## config.mk

```make
export PLATFORM = sky130hd
export DESIGN_NAME = bit_serial_adder
export DESIGN_NICKNAME = d
export VERILOG_FILES = /design/src/rtl/bit_serial_adder.sv
export SDC_FILE = /design/constraint.sdc
export NUM_CORES = 1
export LEC_CHECK = 0
export CAP_MARGIN = 20
export CORE_MARGIN = 2
export CORE_UTILIZATION = 44
export CTS_CLUSTER_SIZE = 10
export DETAILED_ROUTE_END_ITERATION = 8
export GPL_TIMING_DRIVEN = 0
export PLACE_DENSITY_LB_ADDON = 0.2
export REMOVE_ABC_BUFFERS = 1
export SYNTH_ARGS = -nofsm -noshare
export SYNTH_HDL_FRONTEND = slang
export SYNTH_SLANG_ARGS = --single-unit
```

## constraint.sdc

```tcl
create_clock -name clk -period 1.3 [get_ports clk]
set_input_delay 0.195 -clock clk [delete_from_list [all_inputs] [get_ports clk]]
set_output_delay 0.195 -clock clk [all_outputs]
set_load 0.03 [all_outputs]
```

## src/rtl/bit_serial_adder.sv

```systemverilog
// bit_serial_adder: LSB-first serial adder built from one full-adder cell and a carry flip-flop.
// One operand bit is processed per clock; the result and carry-out are registered on completion.
module bit_serial_adder #(
    parameter int WIDTH = 8
) (
    input  logic             clk,
    input  logic             rst_n,
    input  logic             start,
    input  logic [WIDTH-1:0] a,
    input  logic [WIDTH-1:0] b,
    input  logic             cin,
    output logic             busy,
    output logic             done,
    output logic [WIDTH-1:0] sum,
    output logic             cout
);
    localparam int CW = $clog2(WIDTH);
    localparam logic [0:0] IDLE = 1'b0;
    localparam logic [0:0] RUN  = 1'b1;
    logic [0:0]       state;
    logic [CW-1:0]    cnt;
    logic [WIDTH-1:0] sa, sb, sr, sr_next;
    logic             carry, s, carry_next, last;
    always_comb begin
        s          = sa[0] ^ sb[0] ^ carry;
        carry_next = (sa[0] & sb[0]) | (sb[0] & carry) | (sa[0] & carry);
        sr_next    = {s, sr[WIDTH-1:1]};
        last       = cnt == CW'(WIDTH - 1);
    end
    assign busy = state == RUN;
    always_ff @(posedge clk or negedge rst_n) begin
        if (!rst_n) begin
            state <= IDLE;
            cnt   <= '0;
            sa    <= '0;
            sb    <= '0;
            sr    <= '0;
            carry <= 1'b0;
            done  <= 1'b0;
            sum   <= '0;
            cout  <= 1'b0;
        end else begin
            done <= 1'b0;
            if (state == IDLE) begin
                if (start) begin
                    sa    <= a;
                    sb    <= b;
                    carry <= cin;
                    cnt   <= '0;
                    state <= RUN;
                end
            end else begin
                sa    <= sa >> 1;
                sb    <= sb >> 1;
                sr    <= sr_next;
                carry <= carry_next;
                cnt   <= last ? '0 : cnt + CW'(1);
                // the final bit's sum lands in sum directly, alongside the new carry
                if (last) begin
                    sum   <= sr_next;
                    cout  <= carry_next;
                    done  <= 1'b1;
                    state <= IDLE;
                end
            end
        end
    end
endmodule

```

=== Word-level counts from Yosys, hierarchy flattened ===
Cells that the tools add are included.

* Flip-flop bits (word level): 39
* Output and inout port bits: 11
* Logic and storage cells: 34

* $add $sub $neg: 1
* Equality and inequality tests: 1
* Muxes and demuxes: 14
* Bitwise logic cells: 7
* Reductions and logical operators: 2

{| class="wikitable"
|+ Operators with widths
! kind !! number
|-
| $mux W8 || 4
|-
| $mux W3 || 3
|-
| $mux W1 || 7
|-
| $add A3 B1 Y3 const B || 1
|-
| $and A1 B1 Y1 || 3
|-
| $eq A3 B3 Y1 const B || 1
|-
| $or A1 B1 Y1 || 2
|-
| $reduce_and A2 Y1 || 1
|-
| $reduce_bool A2 Y1 || 1
|-
| $xor A1 B1 Y1 || 2
|}

=== Depth between registers and ports, before layout ===
Gate-level depths: netlist of run 1.

* Depth in word-level cells: 4
* Gate-level depth with buffers: 4
* Gate-level depth less buffers: 4

=== Worst setup path after synthesis of run 1 ===
OpenSTA, ideal clock, no wires.

* Path kind: flip-flop to flip-flop
* Start point: register cnt[0]
* End point: register cout
* Library setup time: 0.125 ns
* Data arrival time: 1.250 ns
* Setup slack: -0.075 ns
* Stages on the path, launching flop included: 5
* Buffers on the path: 0
* Period minus slack after synthesis: 1.375 ns
* Cell sequence: dfrtp_1 -> ha_1 -> ha_1 -> nand2_4 -> mux2_4

* Word-level cells in the longest chain between the ends: 2

{| class="wikitable"
|+ Ends and longest elaborated chain
! what !! line !! source
|-
| from (decl) || 21 || <nowiki>logic [CW-1:0] cnt;</nowiki>
|-
| from (signal assigned) || 57 || <nowiki>cnt <= last ? '0 : cnt + CW'(1);</nowiki>
|-
| $eq A3 B3 Y1 || 28 || <nowiki>last = cnt == CW'(WIDTH - 1);</nowiki>
|-
| $reduce_and A2 Y1 (no line) || n/a ||
|-
| to (signal assigned) || 61 || <nowiki>cout <= carry_next;</nowiki>
|-
| to (decl) || 15 || <nowiki>output logic cout</nowiki>
|}

Every way passes these cells.
A chain may end at the register's enable or synchronous reset.

=== Final worst setup path of run 1 ===
* Start point: register cnt[0]
* End point: register sum[1]

* Word-level cells in the longest chain between the ends: 2

{| class="wikitable"
|+ Ends and longest elaborated chain
! what !! line !! source
|-
| $eq A3 B3 Y1 || 28 ||
|-
| $reduce_and A2 Y1 (no line) || n/a ||
|-
| to (signal assigned) || 60 || <nowiki>sum <= sr_next;</nowiki>
|-
| to (decl) || 14 || <nowiki>output logic [WIDTH-1:0] sum,</nowiki>
|}

Every way passes these cells.

==> results of run 1 <==
-- synth_stat cells --
master	count
o21ai_0	15
ha_1	2
buf_6	2
a21o_1	1
mux2i_1	18
nand2_4	1
buf_2	2
buf_4	2
clkbuf_2	1
mux2_4	11
a22o_1	2
nor3b_1	1
nand2_1	15
inv_1	2
dfrtp_1	38
mux2_2	5
nor2_1	4
fa_1	1
-- registers in the layout, indices dropped and copies added, names as in the netlist --
signal / cells
cout: 1
cnt: 3
busy: 1
sum: 8
carry: 1
sr: 7
done: 1
sa: 8
sb: 8
-- metrics by stage --
step	hold slack, ns	util, %
floorplan	-0.101	-
global placement	0.463	53.8
detailed placement	0.345	54.4
CTS	0.0401	57.9
global route	0.0786	57.9
finish	0.00868	57.9
-- layer usage --
metal,vias up,share of wire [%],global-route usage [%]
met4,0,1.8,7.03
met5,-,0,0
met3,4,5.6,5.31
met1,486,45,17.6
met2,25,48,22.8
li1,492,-,-
-- timing repair --
action	CTS	global route
cloned	1	0
gates resized for setup	22	5
pin swaps	3	1
hold buffers	0	0
setup buffers	3	0
setup endpoints to repair	42	11
-- cell families after synthesis --
kind of cell,Yosys count,share of synthesized area [%]
AOI/OAI and AO/OA,18,6.07
adders and majority gates,3,2.73
buffers and inverters,9,3.64
DFF,38,57.7
muxes,34,24.4
and+or+nand+nor,21,5.47
-- power by group --
| part | leakage [nW] | internal (mW) | switching, mW |
|---|---|---|---|
| Combinational | 0.517 | 1.04 | 0.950 |
| Sequential | 0.489 | 1.68 | 0.299 |
| Clock | 0.0383 | 0.369 | 0.376 |
-- final timing paths --
path / slack (ns) / from / cells after the start / to
worst max-delay path: 0.002 / cnt[0] / 4 / sum[1]
worst min-delay path: 0.009 / rst_n / 1 / sum[5]
worst max register to register: 0.002 / cnt[0] / 4 / sum[1]
worst min register to register: 0.48 / sa[2] / 2 / sa[1]
max in group asynchronous: 0.72 / rst_n / 1 / busy
min in group clk: 0.48 / sa[2] / 2 / sa[1]
-- area by class of cell --
type                    count  area [sq um]  area share [%]
clock buffers               7          76.3            3.63
inverters                   2          7.51           0.357
multi-input cells          77           672            31.9
flip-flops and latches     38           952            45.3
well taps                  48          60.1            2.86
repair buffers             34           335            15.9
==> impl_metrics.toml, run 1 <==
[status]
status = "complete, no violations"

[routing]
via_per_inst = 4.89
drc = 0
wl_mm = 2.66
dr_total_vias = 1007
drtPass1Iterations = 4
route.detailed.wl_per_inst_um = 12.9
dr.first_iter.drc_count = 30
antenna_left = 0

[power]
p_per_area_nw_per_um2 = 2240
power.total_mw = 4.71
vdd_ir_drop_max_mv = 0.785
leakagePower_nw = 1.04

[worst_setup_path]
cp_cell_sequence = "ha_2, ha_4, nand2_4, mux2_4"
worst-endpoint-required_ns = 1.47
crit_fanout = 5
critical_path_arrival_ns = 1.47
critical_path_class = "reg2reg"
crit_path_end_kind = "flop"
worst_setup_path_start_kind = "flop"
max_stage_delay_ns = 0.40
slowest_stage = "dfrtp_1"
crit_family = "flip-flops"
path_buf_inv = 0

[cells_and_area]
mostFrequentLayoutCells = "37 x dfrtp_1, 18 x mux2i_1, 17 x clkdlybuf4s50_1"
area_growth_syn_to_layout_pct = 27.6
diodes = 0
drive_above_1_share_pct = 20.9
layoutNonFillerInstCount = 206
final_common_cell = "dfrtp_1"
fillers = 319
fin_nets = 181
fin_area_sq_um = 2100

[sta]
finalWorstSetupSlack_ns = 0.00207
setup_violations = 0
worstMarginPinSlew_ns = 0.831
slew_violations = 0
fin_skew_ns = 0.00443
relSlewSlack_pct = 44.6
rsz0062_at_grt = "yes"
layout_min_cycle_time_ns = 1.30
period_share_pct = 99.8
hold_viol_final = 0
fmaxAchievable_mhz = 770
fin_setup_tns_ns = 0

[placed_design]
numPortBuffers = 30
hpwl_mm = 1.74
place_inst = 195
dp_worst_setup_slack_ns = -0.620
gp_congestion = 0.696
dpl-instance-area_sq_um = 1980

[cts]
cts_inserted_buffers = 5
clkSinkCount = 38
htree_num_levels = 2
tritoncts = "done"
clk_pin_slew_ns = 0.07
root_buffer = "clkbuf_8"
cts_buffer_depth = 2
clock_latency_ns = 0.28

[grt]
antenna_found_initial = 0
grt_pass1_wl_mm = 4.59
grtUsageTotal_pct = 14.5
grt_max_degree = 39
grt_pass1_vias = 1016
grt_overflow = 0

[logic_synthesis]
synth_area_sq_um = 1650
synthCells = 123
avgSynthCellArea_sq_um = 13.4
ys_ff_latch = 38
yosysWarnings = 0
synthDistinctLibCells = 18
synthTopCellsByArea = "dfrtp_1 58%, mux2i_1 11%, mux2_4 10%"
synth_top_area_share_pct = 57.7
yosys.area.top_type = "dfrtp_1"
yosysSeqAreaShare_pct = 57.7

[die]
pin_count = 31
die_x_um = 65.2
die-area_sq_um = 4250
fp.dieH_um = 65.2
placementRows = 22
core_area_sq_um = 3630
start_util_pct = 45.4

[job]
maxCapViolations = 0

[hold_path]
hold_path_class = "in2async"
Note: power is estimated with default switching activity, not from simulation.
==> run 2, diff against run 1 <==
- RECOVER_POWER: unset -> 100
- clock period: 1.3 -> 1.7 ns (I/O delays scaled with it)
==> run 2 against run 1 <==
  * Power fell by 29%
  * Worst hold slack improved by 0.087 ns
  * Combinational power down 34%
  * Setup slack improved by 0.075 ns
  * Global-route usage down 0.29 points
  * Critical path depth shrank 3
  * Die area unchanged
  * Core utilization down 2.8 points
  * Non-clock buffer count fell by 2
  * Sequential cell count unchanged
  * Sequential share of layout area increased by 2.3 points
  * Clock skew about the same
  * Largest power group is now registers
==> impl_metrics.toml, run 2 (synthesis results as in run 1) <==
[status]
status = "complete, no violations"

[cells_and_area]
fin_area_sq_um = 2000
diodes = 0
drive_above_1_share_pct = 10.3
layoutNonFillerInstCount = 203
area_growth_syn_to_layout_pct = 21.5
final_common_cell = "dfrtp_1"
reg.largest.list = "sa x8, sb x8, sum x8"
fin_nets = 178
final_util_pct = 55.1
mostFrequentLayoutCells = "37 x dfrtp_1, 20 x clkdlybuf4s50_1, 18 x mux2i_1"

[sta]
fin_skew_ns = 0.00446
finalWorstSetupSlack_ns = 0.0769
worstMarginPinSlew_ns = 1.31
hold_viol_final = 0
rsz0062_at_grt = "no"
hold_slack_ns = 0.0960
fmaxAchievable_mhz = 616
period_share_pct = 95.5
slew_violations = 0
fin_setup_tns_ns = 0
relSlewSlack_pct = 12.7
layout_min_cycle_time_ns = 1.62
setup_violations = 0

[worst_setup_path]
reg2reg_setup_slack_ns = 0.24
crit_cells = 1
path_buf_inv = 1
worst_setup_path_start_kind = "flop"
worst-endpoint-required_ns = 1.44
crit_fanout = 2
endpoint = "sum[5]"
critical_path_class = "reg2out"
rr_worst_depth = 4
max_stage_delay_ns = 0.74
cp_cell_sequence = "dlygate4sd3_1"
crit_family = "buffers and inverters"
cp-startpoint = "sum[5]"
r2r-end = "sum[4]"
slowest_stage = "dlygate4sd3_1"
timing.rr.start = "cnt[0]"
crit_path_end_kind = "output port"
critical_path_arrival_ns = 1.37

[cts]
clkSinkCount = 38
cts_buffer_depth = 2
clk_pin_slew_ns = 0.07
root_buffer = "clkbuf_8"
tritoncts = "done"
htree_num_levels = 2
clock_latency_ns = 0.28
cts_inserted_buffers = 5

[placed_design]
numPortBuffers = 30
dpl-instance-area_sq_um = 1980
gp_congestion = 0.696
place_inst = 195
dp_worst_setup_slack_ns = -0.280
hpwl_mm = 1.74

[die]
core_area_sq_um = 3630
fp.dieH_um = 65.2
pin_count = 31
die_x_um = 65.2
placementRows = 22
die-area_sq_um = 4250
start_util_pct = 45.4

[grt]
grt_max_degree = 39
grt_pass1_wl_mm = 4.52
grt_pass1_vias = 995
grtUsageTotal_pct = 14.2
grt_overflow = 0
antenna_found_initial = 0

[routing]
antenna_left = 0
drc = 0
route.detailed.wl_per_inst_um = 12.8
dr_total_vias = 1000
dr.first_iter.drc_count = 36
drtPass1Iterations = 4
wl_mm = 2.59
via_per_inst = 4.93

[hold_path]
hold_path_class = "in2async"

[power]
power.total_mw = 3.37
vdd_ir_drop_max_mv = 0.593
leakagePower_nw = 0.959
p_per_area_nw_per_um2 = 1680

[job]
maxCapViolations = 0
## run 2: worst register-to-register path, cell delays in order, from the launching register on
cell     delay, ns
dfrtp_1       0.40
ha_1          0.21
ha_1          0.23
nand2_4       0.16
mux2_1        0.34
## run 2: how the worst min path moves through the flow
| stage | from | to | slack, ns | cells past startpoint |
|---|---|---|---|---|
| 2_1_floorplan | rst_n | busy | -0.04 | 0 |
| 3_3_place_gp | sb[2] | sb[1] | 0.46 | 2 |
| 6_report | rst_n | sum[5] | 0.1 | 1 |
| 4_1_cts | rst_n | sr[7] | 0.10 | 1 |
| 3_5_place_dp | rst_n | sum[5] | 0.41 | 1 |
| 5_1_grt | rst_n | sa[7] | 0.18 | 1 |
## run 2: area by class of cell
cell class	count	area (sq um)
fill	327	1630
multi-input combinational	76	599
sequential	38	952
clock buffer	7	76.3
tap	48	60.1
inverter	2	7.51
timing repair buffer	32	307
## run 2: where the power goes
group,leakage [nW],internal (mW),switching (mW)
Combinational,0.432,0.633,0.677
Sequential,0.489,1.29,0.201
Clock,0.0383,0.282,0.289
## run 2: what timing repair did
action                     CTS  global route
hold buffers                 0             0
gates resized for setup      2             1
hold endpoints to repair     0             0
setup endpoints to repair    1            17
pin swaps                    0             0
buffers inserted             1             0
## run 2: layer usage
| metal | track usage, % | vias up | routed length, um |
|---|---|---|---|
| met5 | 0 | - | 0 |
| met4 | 7.03 | 0 | 48 |
| met3 | 5.31 | 4 | 140 |
| met2 | 22.3 | 25 | 1230 |
| met1 | 17.2 | 485 | 1180 |
| li1 | - | 486 | - |
